--- config.mk ---
export PLATFORM = sky130hd
export DESIGN_NAME = contact_link_master
export DESIGN_NICKNAME = d
export VERILOG_FILES = /design/src/rtl/contact_link_master.sv
export SDC_FILE = /design/constraint.sdc
export NUM_CORES = 1
export LEC_CHECK = 0
export ABC_AREA = 1
export CORE_AREA = 8 8 173 256
export DETAILED_ROUTE_END_ITERATION = 12
export DIE_AREA = 0 0 181 264
export PLACE_DENSITY_LB_ADDON = 0.12
export SKIP_CTS_REPAIR_TIMING = 1
export SYNTH_ARGS = -nofsm -noshare
export SYNTH_HDL_FRONTEND = slang
export SYNTH_SLANG_ARGS = --single-unit
--- constraint.sdc ---
create_clock -name Clock -period 3.5 [get_ports Clock]
set_clock_uncertainty 0.1 [all_clocks]
set_input_delay 0.7 -clock Clock [delete_from_list [all_inputs] [get_ports Clock]]
set_output_delay 0.7 -clock Clock [all_outputs]
set_load 0.01 [all_outputs]
--- src/rtl/contact_link_master.sv ---
// Host-side initiator for the contact-distributor byte link: sends command/payload, checks responses.
// Optional write-verify read-back enabled by defining CONTACT_LINK_VERIFY_EN.
module contact_link_master #(
  parameter int unsigned NContacts     = 136,
  parameter int unsigned TimeoutCycles = 1024
) (
  input  logic                 Clock,
  input  logic                 ResetN,
  input  logic                 CmdStart,
  input  logic [1:0]           CmdCode,
  input  logic [NContacts-1:0] Drive,
  input  logic [NContacts-1:0] ZMask,
  output logic [7:0]           Data,
  output logic                 DataValid,
  input  logic [7:0]           RxData,
  input  logic                 RxValid,
  output logic [NContacts-1:0] ReadBack,
  output logic                 Busy,
  output logic                 Done,
  output logic                 Error,
  output logic [1:0]           ErrCode,
  output logic                 Mismatch
);

  localparam int unsigned G  = NContacts / 4;
  localparam int unsigned R  = NContacts / 8;
  localparam int unsigned TW = $clog2(TimeoutCycles + 1);
  localparam int unsigned IW = $clog2(G + 1);

  typedef enum logic [2:0] {StIdle, StSendCmd, StSendData, StWaitHdr, StRxData} state_e;

  state_e               state_q, state_d;
  logic [1:0]           code_q, code_d;
  logic                 verify_q, verify_d;
  logic [NContacts-1:0] drive_q, drive_d, zmask_q, zmask_d;
  logic [NContacts-1:0] readback_q, readback_d;
  logic [IW-1:0]        idx_q, idx_d;
  logic [TW-1:0]        tmo_q, tmo_d;
  logic                 done_q, done_d, error_q, error_d, mismatch_q, mismatch_d;
  logic [1:0]           err_code_q, err_code_d;

  function automatic logic [7:0] cmd_byte(input logic [1:0] code);
    case (code)
      2'd0:    return 8'h01;
      2'd1:    return 8'h20;
      2'd2:    return 8'hFF;
      default: return 8'h00;
    endcase
  endfunction

  always_comb begin
    state_d    = state_q;
    code_d     = code_q;
    verify_d   = verify_q;
    drive_d    = drive_q;
    zmask_d    = zmask_q;
    readback_d = readback_q;
    idx_d      = idx_q;
    tmo_d      = tmo_q;
    done_d     = 1'b0;
    error_d    = 1'b0;
    err_code_d = err_code_q;
    mismatch_d = mismatch_q;
    Data       = 8'h00;
    DataValid  = 1'b0;

    case (state_q)
      StIdle: begin
        if (CmdStart) begin
          err_code_d = 2'd0;
          if (CmdCode == 2'd3) begin
            error_d    = 1'b1;
            err_code_d = 2'd3;
          end else begin
            code_d     = CmdCode;
            verify_d   = 1'b0;
            drive_d    = Drive;
            zmask_d    = ZMask;
            mismatch_d = 1'b0;
            state_d    = StSendCmd;
          end
        end
      end
      StSendCmd: begin
        Data      = cmd_byte(code_q);
        DataValid = 1'b1;
        idx_d     = '0;
        tmo_d     = '0;
        state_d   = (code_q == 2'd0) ? StSendData : StWaitHdr;
      end
      StSendData: begin
        Data      = {zmask_q[4*int'(idx_q) +: 4], drive_q[4*int'(idx_q) +: 4]};
        DataValid = 1'b1;
        idx_d     = idx_q + IW'(1);
        if (idx_q == IW'(G - 1)) begin
          idx_d   = '0;
          tmo_d   = '0;
          state_d = StWaitHdr;
        end
      end
      StWaitHdr: begin
        // A byte arriving on the expiry cycle takes priority over the timeout.
        if (RxValid) begin
          tmo_d = '0;
          if (RxData == cmd_byte(code_q)) begin
            if (code_q == 2'd1) begin
              idx_d   = '0;
              state_d = StRxData;
            end else begin
`ifdef CONTACT_LINK_VERIFY_EN
              if (code_q == 2'd0) begin
                code_d   = 2'd1;
                verify_d = 1'b1;
                state_d  = StSendCmd;
              end else begin
                done_d  = 1'b1;
                state_d = StIdle;
              end
`else
              done_d  = 1'b1;
              state_d = StIdle;
`endif
            end
          end else begin
            error_d    = 1'b1;
            err_code_d = 2'd2;
            state_d    = StIdle;
          end
        end else if (tmo_q == TW'(TimeoutCycles - 1)) begin
          error_d    = 1'b1;
          err_code_d = 2'd1;
          state_d    = StIdle;
        end else begin
          tmo_d = tmo_q + TW'(1);
        end
      end
      StRxData: begin
        if (RxValid) begin
          tmo_d = '0;
          readback_d[8*int'(idx_q) +: 8] = RxData;
          idx_d = idx_q + IW'(1);
          if (idx_q == IW'(R - 1)) begin
            done_d  = 1'b1;
            state_d = StIdle;
            if (verify_q) begin
              mismatch_d = |((readback_d ^ drive_q) & ~zmask_q);
            end
          end
        end else if (tmo_q == TW'(TimeoutCycles - 1)) begin
          error_d    = 1'b1;
          err_code_d = 2'd1;
          state_d    = StIdle;
        end else begin
          tmo_d = tmo_q + TW'(1);
        end
      end
      default: state_d = StIdle;
    endcase
  end

  always_ff @(posedge Clock) begin
    if (!ResetN) begin
      state_q    <= StIdle;
      code_q     <= 2'd0;
      verify_q   <= 1'b0;
      drive_q    <= '0;
      zmask_q    <= '0;
      readback_q <= '0;
      idx_q      <= '0;
      tmo_q      <= '0;
      done_q     <= 1'b0;
      error_q    <= 1'b0;
      err_code_q <= 2'd0;
      mismatch_q <= 1'b0;
    end else begin
      state_q    <= state_d;
      code_q     <= code_d;
      verify_q   <= verify_d;
      drive_q    <= drive_d;
      zmask_q    <= zmask_d;
      readback_q <= readback_d;
      idx_q      <= idx_d;
      tmo_q      <= tmo_d;
      done_q     <= done_d;
      error_q    <= error_d;
      err_code_q <= err_code_d;
      mismatch_q <= mismatch_d;
    end
  end

  assign ReadBack = readback_q;
  assign Busy     = (state_q != StIdle);
  assign Done     = done_q;
  assign Error    = error_q;
  assign ErrCode  = err_code_q;
`ifdef CONTACT_LINK_VERIFY_EN
  assign Mismatch = mismatch_q;
`else
  assign Mismatch = 1'b0;
  logic unused_mismatch;
  assign unused_mismatch = mismatch_q;
`endif

endmodule

# Word-level counts from Yosys, hierarchy flattened
# Index checks and enable logic that the tools add are counted.
op_classes:
  n_shift: 4
  n_reduce_logical: 14
  eq_ne: 22
  bitwise: 1
  n_addsub: 3
  muxes: 47
op_table:
  columns: ["cell", "n"]
  rows:
  - ["$shiftx A136 B9 Y4", 2]
  - ["$bwmux W136", 1]
  - ["$shift A8 B33 Y136 const A", 1]
  - ["$shiftx A8 B33 Y136", 1]
  - ["$mux W11", 3]
  - ["$neg A9 Y33", 1]
  - ["$pmux W11 S3", 1]
  - ["$mux W6", 5]
  - ["$mux W3", 9]
  - ["$pmux W6 S4", 1]
  - ["$pmux W8 S3", 1]
  - ["$mux W8", 2]
  - ["$ne A2 B2 Y1 const B", 8]
  - ["$pmux W8 S2", 1]
  - ["$pmux W3 S5", 1]
  - ["$mux W1", 13]
  - ["$mux W2", 6]
  - ["$add A11 B1 Y11 const B", 1]
  - ["$eq A11 B10 Y1 const B", 1]
  - ["$ne A3 B3 Y1 const B", 3]
  - ["$reduce_bool A3 Y1", 3]
  - ["$eq A8 B8 Y1", 1]
  - ["$reduce_and A4 Y1", 2]
  - ["$add A6 B1 Y6 const B", 1]
  - ["other kinds (18)", 22]
word_totals:
  regBits: 434
  wordCells: 101
  out_inout_bits: 151
  input_bits: 286

# Longest topological paths before layout
# Gate-level depths: netlist (run 1).
depth:
  ltp_word: 8
  depth_mapped: 16
  ltp_nobuf: 13

# Worst setup path after synthesis (run 1)
# Ideal clock, no wire load.
synth_timing:
  kind: "register to register"
  start: "register idx_q[1]"
  end: "register readback_q[72] (netlist: ReadBack[72])"
  path_stages_with_launch: 15
  synth_period_minus_slack_ns: 2.575
  arrival_time_ns: 2.347
  n_path_buf: 3
  required_time_ns: 3.272
  path_slack_ns: 0.925
  setup_ns: 0.128
  cell_sequence: "dfxtp_1 inv_2 clkbuf_1 buf_1 ha_1 nand2_1 nor2_1 nand2_2 nand3_1 inv_1 nand3_1 nor2_4 buf_2 o21ai_0 nor2_1"
synth_via:
  elab_chain_cells: 3
  elab_cells_between_ends: 4
  cone_classes: "1 x add/sub; 2 x shift; 1 x mux"
synth_lines:
  columns: ["element", "line_no", "rtl"]
  rows:
  - ["from (decl)", "37", "logic [IW-1:0] idx_q, idx_d;"]
  - ["from (signal assigned)", "182", "idx_q <= idx_d;"]
  - ["$neg A9 Y33 (*)", "140", "readback_d[8*int'(idx_q) +: 8] = RxData;"]
  - ["$shiftx A8 B33 Y136 or $shift A8 B33 Y136 (tied branches)", "140", null]
  - ["$bwmux W136 (*)", "140", null]
  - ["to (signal assigned)", "181", "readback_q <= readback_d;"]
  - ["to (decl)", "36", "logic [NContacts-1:0] readback_q, readback_d;"]
# Mark *: on every way between the ends. The rest lies on a longest branch, timed or not.
# A chain may end at the register's enable or synchronous reset.

# Final worst setup path (run 1)
layout_timing:
  start: "register idx_q[0]"
  end: "output port Data[5]"
layout_via:
  elab_chain_cells: 2
layout_lines:
  columns: ["element", "line_no", "rtl"]
  rows:
  - ["$shiftx A136 B9 Y4", "92", "Data = {zmask_q[4*int'(idx_q) +: 4], drive_q[4*int'(idx_q) +: 4]};"]
  - ["$pmux W8 S2", "67", "case (state_q)"]
  - ["to (decl)", "13", "output logic [7:0] Data,"]
# Every way passes these cells.

==> results of run 1 <==
## per-layer routing
metal	GRT usage, %	vias to the layer above	part of all wire (%)
li1	-	10308	-
met1	29.94	9549	37
met2	50.72	772	50
met3	6.463	200	6.9
met4	16.04	8	5.9
met5	0	-	0.066
## Yosys cell counts, drive strengths merged
master,count
nor3,21
a211oi,3
xor2,6
a22oi,1
or2,2
inv,381
o31ai,1
o21bai,3
dfxtp,434
clkinv,2
o21ai,390
a21oi,283
o22ai,1
ha,10
conb,1
nor2,370
a31oi,1
nand4,25
buf,84
nand2,710
xnor2,2
clkbuf,105
nand3,192
nand3b,2
o211ai,2
## area by class of cell
cell class	instances	area, um2	share of cell area [%]
inverters	383	1451	5.451
diodes	3	7.507	0.02820
clock buffers	62	1207	4.535
multi-input cells	2026	9238	34.69
repair buffers	507	5235	19.66
flip-flops and latches	434	8695	32.66
clock inverters	13	152.6	0.5733
well taps	511	639.4	2.401
## state kept, by name, summed over array words and instances (netlist names)
name,count
Done,1
ErrCode,2
Error,1
ReadBack,136
code_q,2
drive_q,136
idx_q,6
state_q,3
tmo_q,11
zmask_q,136
## kinds of logic (layout without fill, tap and decap cells)
| kind of cell | count (synthesis) | count (layout) | synth area share [%] |
|---|---|---|---|
| DFF | 434 | 434 | 42.64 |
| adders and majority gates | 10 | 10 | 0.6140 |
| buffers and inverters | 572 | 965 | 12.08 |
| AOI/OAI and AO/OA | 685 | 685 | 16.96 |
| and+or+nand+nor | 1322 | 1322 | 27.27 |
| other | 1 | 4 | 0.01840 |
| xor gates and xnor gates | 8 | 8 | 0.4176 |
## worst max-delay path by stage
stage	from	end	slack (ns)	depth (start not counted)
after floorplan	idx_q[1]	ReadBack[72]	0.92	14
after global placement	idx_q[0]	Data[0]	0.35	12
after detailed placement	idx_q[0]	Data[0]	0.35	12
after CTS	idx_q[0]	Data[0]	-0.26	12
after global routing	idx_q[0]	Data[5]	0.05	12
final	idx_q[0]	Data[5]	0.20	12
## worst max-delay path, cell delays in order, from the launching register on
cell,delay [ns]
dfxtp_4,0.42
buf_16,0.19
buf_4,0.18
nand2_1,0.06
nand3_1,0.08
nand2_1,0.06
nand2_1,0.06
nand2_1,0.12
o21ai_1,0.20
nand3_1,0.10
nand2_1,0.10
nand2_1,0.15
dlymetal6s2s_1,0.22
## power breakdown
part | total [mW] | internal (mW) | leakage [nW] | switching [mW]
Sequential | 5.65 | 5.49 | 3.56 | 0.167
Combinational | 3.77 | 1.35 | 7.91 | 2.42
Clock | 4.60 | 2.62 | 0.664 | 1.98
Total | 14.0 | 9.46 | 12.1 | 4.57
## cell usage in the layout (no fill, tap or decap), types with 20 or more instances in the layout
cell type	instances
o21ai_0	322
nand2_1	694
nor3_1	20
o21ai_1	68
clkbuf_16	47
nand3_1	191
a21oi_1	283
inv_1	368
dfxtp_1	431
nor2_1	348
nand4_1	25
clkdlybuf4s50_1	426
buf_4	48
==> metrics.yaml, run 1 <==
routing:
  ant_nets: 0
  drt_wl_total_mm: 71.21
  drt_first_pass_iters: 7
  via_per_inst: 5.290
  drtIter0Drc: 1557
  drcViolationCount: 0
  wl_per_cell_um: 18.08
  vias: 20837
worst_setup_path:
  worstReg2RegStart: "idx_q[0]"
  worstPathRequired_ns: 2.70
  r2r_end: "ReadBack[98]"
  worstPathArrival_ns: 2.50
  crit_type: "reg2out"
  rrSetupSlack_ns: 0.51
  cp_max_fo: 15
  start_kind: "register"
  r2r_cells: 12
  cp-end-kind: "output pin"
timing:
  grt_setup_unrepaired: "no"
  whs_ns: 0.3513
  max_slew.worst_pin.slew_ns: 0.7846
  slew_headroom_pct: 47.69
  slew_viol_final: 0
  fin_setup_tns_ns: 0
  fin_crit_sh_pct: 94.33
  worst_slack_ns: 0.1985
  setup_viol: 0
  min_period_ns: 3.301
  fmax_mhz: 302.9
  hold_violations: 0
clock_network:
  cts_tree: "built"
  clkTransAtPathRegs_ns: 0.06
  insertion_delay_ns: 0.55
  numCtsBuffers: 42
  clockBufferDepth: 3
  htree_levels: 2
  clock-sinks: 434
  cts_root_buf: "clkbuf_16"
logic_synthesis:
  synth_cells: 3032
  synth_cell_types: 43
  syn_area_um2: 20380
  synthTopCellsByArea: "dfxtp_1 (43%), nand2_1 (13%), o21ai_0 (8.1%)"
  synth.avg_cell_area_um2: 6.721
  ys_seq_area_share_pct: 42.64
  yosys_warnings: 0
  synth.top_cell.area_share_pct: 42.64
  ys_ff_latch: 434
  yosysTopAreaCell: "dfxtp_1"
  synthesis.nets: 3328
floorplan:
  dieArea_um2: 47780
  core_um2: 40760
  rows: 91
  fp.dieH_um: 264
  start_util_pct: 49.99
  die_w_um: 181
  ioPinCount: 437
placement:
  post-place-cells: 3854
  place_area_um2: 25030
  io_buffers: 435
  place.gp.congestion: 0.9804
  place_ws_ns: 0.3480
  hpwlAfterDp_mm: 52.61
run_status:
  status: "finished clean"
flow_run:
  maxCapViolations: 0
global_route:
  grt_pass1_vias: 20240
  grt_pass1_wl_mm: 108.5
  grt_max_degree: 162
  antenna_found_initial: 7
  grt_overflow_total: 0
  track_usage_pct: 28.21
finish:
  final.fill_count: 3729
  areaGrowthSynthToFinish_pct: 30.66
  design_area_um2: 26630
  utilization_pct: 65.32
  stdcell_count: 3939
  layout-drive-gt1-share_pct: 5.723
  fin_nets: 3690
power_and_ir_drop:
  finalPower_mw: 14.02
  p_leak_nw: 12.13
  ir_worst_vdd_mv: 0.3915
  p_per_area_nw_per_um2: 526.7
hold_path:
  hp-start: "zmask_q[0]"
  hold_end: "zmask_q[0]"
  min_path_type: "reg2reg"
  holdPathStages: 2
(Power assumes the default switching activity.)
==> run 2, diff against run 1 <==
Settings changed: CORE_AREA 8 8 173 256 to 2 2 167 250, DIE_AREA 0 0 181 264 to 0 0 169 252, SKIP_LAST_GASP set to 1.
==> run 2 against run 1 <==
  * Critical path type unchanged
  * Highest routed layer unchanged
  * Critical path depth fell by 1
  * Largest power group unchanged
  * Via count down 1.3%
  * The run now ends with setup timing left
  * Sequential share of layout area rose by 0.26 points
  * Hold slack better by 0.00058 ns
==> metrics.yaml, run 2 (same netlist as run 1, synthesis figures left out) <==
run_status:
  status: "finished, violations left"
  violations: "setup timing"
timing:
  whs_ns: 0.3519
  worst_slack_ns: -0.09510
  slew_headroom_pct: 53.20
  grt_setup_unrepaired: "yes"
  setup_viol: 6
  max_slew.worst_pin.slew_ns: 0.7021
  fin_crit_sh_pct: 102.7
  fin_setup_tns_ns: -0.3210
  min_period_ns: 3.595
  slew_viol_final: 0
  hold_violations: 0
  fmax_mhz: 278.2
routing:
  vias: 20563
  drcViolationCount: 0
  via_per_inst: 5.254
  drtIter0Drc: 1678
  wl_per_cell_um: 17.29
  ant_nets: 0
  drt_first_pass_iters: 6
  drt_wl_total_mm: 67.68
worst_setup_path:
  worstReg2RegStart: "idx_q[0]"
  worstPathArrival_ns: 2.80
  crit_type: "reg2out"
  start_kind: "register"
  rrSetupSlack_ns: 0.38
  r2r_end: "ReadBack[4]"
  cp_max_fo: 31
  r2r_cells: 13
  cp-end-kind: "output pin"
  worstPathRequired_ns: 2.70
finish:
  final_cell_mix: "nand2_1 (694), clkdlybuf4s50_1 (434), dfxtp_1 (431)"
  final_common_cell: "nand2_1"
  fin_nets: 3670
  stdcell_count: 3914
  layout-drive-gt1-share_pct: 5.374
  areaGrowthSynthToFinish_pct: 29.64
clock_network:
  cts_root_buf: "clkbuf_16"
  insertion_delay_ns: 0.55
  clkTransAtPathRegs_ns: 0.07
  htree_levels: 2
  clock-sinks: 434
  numCtsBuffers: 43
  cts_tree: "built"
  clockBufferDepth: 3
power_and_ir_drop:
  p_per_area_nw_per_um2: 534.1
  finalPower_mw: 14.11
  p_leak_nw: 11.91
  ir_worst_vdd_mv: 0.4191
global_route:
  grt_overflow_total: 0
  track_usage_pct: 30.52
  antenna_found_initial: 5
  grt_pass1_vias: 20095
  grt_max_degree: 165
  grt_pass1_wl_mm: 104.0
hold_path:
  hold_end: "zmask_q[105]"
  min_path_type: "reg2reg"
  holdPathStages: 2
  hp-start: "zmask_q[105]"
floorplan:
  rows: 90
  fp.dieH_um: 252
  dieArea_um2: 42590
  die_w_um: 169
  ioPinCount: 437
  core_um2: 40310
  start_util_pct: 50.55
placement:
  post-place-cells: 3834
  io_buffers: 435
  place.gp.congestion: 0.9454
  hpwlAfterDp_mm: 48.86
flow_run:
  maxCapViolations: 0
run 2: changes by cell type in the layout (fill, tap and decap cells not counted), sizes merged:
cell	change
dlymetal6s2s	-8
clkdlybuf4s50	+8
clkinv	+4
clkbuf	-4
inv	-2
buf	-18
run 2: worst max-delay path by stage:
stage / start / endpoint / slack, ns / depth (start not counted)
floorplan: idx_q[1] / ReadBack[72] / 0.92 / 14
global placement: idx_q[0] / ReadBack[4] / 0.40 / 13
detailed placement: idx_q[0] / ReadBack[4] / 0.34 / 13
global route: idx_q[0] / Data[0] / -0.24 / 11
CTS: idx_q[0] / Data[5] / -0.19 / 11
finish: idx_q[0] / Data[1] / -0.1 / 11
run 2: stage by stage:
step,worst slack [ns],util [%],cell area (um2)
floorplan,0.9250,-,20380
global placement,0.4038,61.80,24920
detailed placement,0.3401,61.80,24920
CTS,-0.1858,65.38,26360
global route,-0.2366,65.52,26410
finish,-0.09510,65.53,26420
run 2: critical path, stage by stage, from the launching register on:
cell,delay (ns)
dfxtp_4,0.41
buf_4,0.34
nand2_1,0.12
nand3_1,0.10
nand2_1,0.09
nand2_1,0.06
nand2_1,0.08
o21ai_0,0.25
nand3_1,0.12
nand2_1,0.08
nand2_1,0.05
clkdlybuf4s50_1,0.53
run 2: layer usage:
layer  share of wire [%]  up-vias  track usage (%)
met3                 7.3      188            6.965
met4                 5.7        6            16.36
li1                    -    10257                -
met2                  49      770            54.50
met1                  37     9342            33.42
met5               0.053        -                0
run 2: layout make-up:
cell class	count	area, um2
inverter	383	1451
clock buffer	61	1286
fill	3659	13900
antenna	3	7.507
tap	506	633.1
multi-input combinational	2026	9233
clock inverter	15	155.1
timing repair buffer	486	4957
sequential	434	8695
run 2: power by group:
part / switching [mW] / internal (mW) / leakage, nW
Sequential: 0.171 / 5.49 / 3.56
Clock: 1.97 / 2.78 / 0.715
Combinational: 2.41 / 1.29 / 7.64
Total: 4.55 / 9.56 / 11.9
==> run 3, diff against run 2 <==
Settings changed: SKIP_CTS_REPAIR_TIMING 1 to not set.
==> run 3 against run 2 <==
  * The flow now finishes without violations
  * First-iteration DRC count decreased by 1.7%
  * Die area unchanged
  * Final cell count increased by 0.20%
  * Count of clock-buffer cells in the layout unchanged
  * Worst setup slack improved by 0.21 ns
  * Utilization increased by 0.38 points
  * Sequential share of layout area decreased by 0.19 points
  * Combinational power increased by 1%
  * Sequential power about the same
  * Cell area increased by 0.58%
  * Critical endpoint unchanged
==> metrics.yaml, run 3 (same netlist as run 1, synthesis figures left out) <==
run_status:
  status: "finished clean"
timing:
  max_slew.worst_pin.slew_ns: 0.7183
  fin_crit_sh_pct: 96.63
  slew_viol_final: 0
  fmax_mhz: 295.7
  hold_violations: 0
  grt_setup_unrepaired: "no"
  min_period_ns: 3.382
  slew_headroom_pct: 52.11
  setup_viol: 0
clock_network:
  clkTransAtPathRegs_ns: 0.07
  cts_root_buf: "clkbuf_16"
  htree_levels: 2
  cts_tree: "built"
  insertion_delay_ns: 0.55
  clock-sinks: 434
  clockBufferDepth: 3
  numCtsBuffers: 43
placement:
  io_buffers: 435
  hpwlAfterDp_mm: 48.86
  post-place-cells: 3834
  place.gp.congestion: 0.9454
  place_area_um2: 24920
finish:
  areaGrowthSynthToFinish_pct: 30.39
  design_area_um2: 26570
  fin_nets: 3678
  final_cell_mix: "nand2_1 (693), dfxtp_1 (431), clkdlybuf4s50_1 (426)"
  layout-drive-gt1-share_pct: 5.655
  stdcell_count: 3922
  final_common_cell: "nand2_1"
floorplan:
  start_util_pct: 50.55
  rows: 90
  ioPinCount: 437
  dieArea_um2: 42590
  die_w_um: 169
  fp.dieH_um: 252
  core_um2: 40310
global_route:
  grt_pass1_wl_mm: 104.8
  grt_pass1_vias: 20168
  track_usage_pct: 30.82
  antenna_found_initial: 5
  grt_max_degree: 165
  grt_overflow_total: 0
routing:
  drcViolationCount: 0
  drt_wl_total_mm: 68.45
  wl_per_cell_um: 17.45
  ant_nets: 0
  drtIter0Drc: 1649
  vias: 20712
  via_per_inst: 5.281
  drt_first_pass_iters: 6
flow_run:
  maxCapViolations: 0
worst_setup_path:
  cp-end-kind: "output pin"
  worstPathArrival_ns: 2.58
  start_kind: "register"
  cp_max_fo: 32
  crit_type: "reg2out"
  worstPathRequired_ns: 2.70
power_and_ir_drop:
  p_leak_nw: 12.10
  p_per_area_nw_per_um2: 533.2
  finalPower_mw: 14.17
  ir_worst_vdd_mv: 0.4233
hold_path:
  min_path_type: "reg2reg"
-- run 3: changes by cell type in the layout (fill, tap and decap cells not counted), sizes merged --
cell	previous run	this run
dlygate4sd2	0	2
dlymetal6s2s	0	6
bufbuf	0	1
clkdlybuf4s50	434	426
buf	51	58
-- run 3: cell type report --
| type | instances | area, um2 |
|---|---|---|
| fillers | 3638 | 13740 |
| multi-input cells | 2026 | 9235 |
| flip-flops and latches | 434 | 8695 |
| repair buffers | 494 | 5104 |
| inverters | 383 | 1456 |
| clock buffers | 61 | 1286 |
| well taps | 506 | 633.1 |
| clock inverters | 15 | 155.1 |
| diodes | 3 | 7.507 |
-- run 3: final timing paths --
check | depth (start not counted) | startpoint | slack (ns) | end
worst max-delay path | 12 | idx_q[0] | 0.12 | Data[1]
worst min-delay path | 2 | zmask_q[105] | 0.35 | zmask_q[105]
worst max register to register | 14 | idx_q[0] | 0.34 | ReadBack[4]
worst min register to register | 2 | zmask_q[105] | 0.35 | zmask_q[105]
-- run 3: timing repair --
| action | in CTS | in global routing |
|---|---|---|
| setup buffers | 0 | 6 |
| hold buffers | 0 | 0 |
| pin swaps | 0 | 0 |
| endpoints found under the setup margin | 8 | 7 |
| gates cloned | 2 | 1 |
| gates resized for setup | 14 | 13 |
-- run 3: worst max-delay path, cell delays in order, from the launching register on --
cell and delay (ns):
dfxtp_4 0.42, buf_4 0.17, clkbuf_16 0.23, nand2_1 0.08
nand3_1 0.08, nand2_1 0.10, nand2_1 0.08, nand2_1 0.10
o21ai_0 0.21, nand3_1 0.10, nand2_1 0.08, nand2_1 0.05
dlygate4sd2_1 0.32
-- run 3: report_power, final --
group	internal (mW)	switching [mW]	total [mW]
Sequential	5.49	0.171	5.66
Clock	2.78	1.99	4.76
Combinational	1.32	2.43	3.75
-- run 3: metrics by stage --
step / hold WS (ns) / util, % / TNS (ns) / setup slack, ns
final: 0.3513 / 65.91 / 0 / 0.1181
after global routing: 0.3694 / 65.90 / 0 / 0.01417
after detailed placement: 0.3434 / 61.80 / 0 / 0.3401
after floorplan: 0.3244 / - / 0 / 0.9250
after CTS: 0.3528 / 65.60 / -0.3095 / -0.07004
after global placement: 0.3385 / 61.80 / 0 / 0.4038
-- run 3: metal layers --
| metal | routed length [um] | GRT usage [%] | up-vias | share of wire [%] |
|---|---|---|---|---|
| met5 | 36 | 0 | - | 0.053 |
| met4 | 3891 | 16.56 | 6 | 5.7 |
| met3 | 5145 | 7.090 | 203 | 7.5 |
| met2 | 34030 | 55.12 | 821 | 50 |
| met1 | 25340 | 33.65 | 9410 | 37 |
| li1 | - | - | 10272 | - |
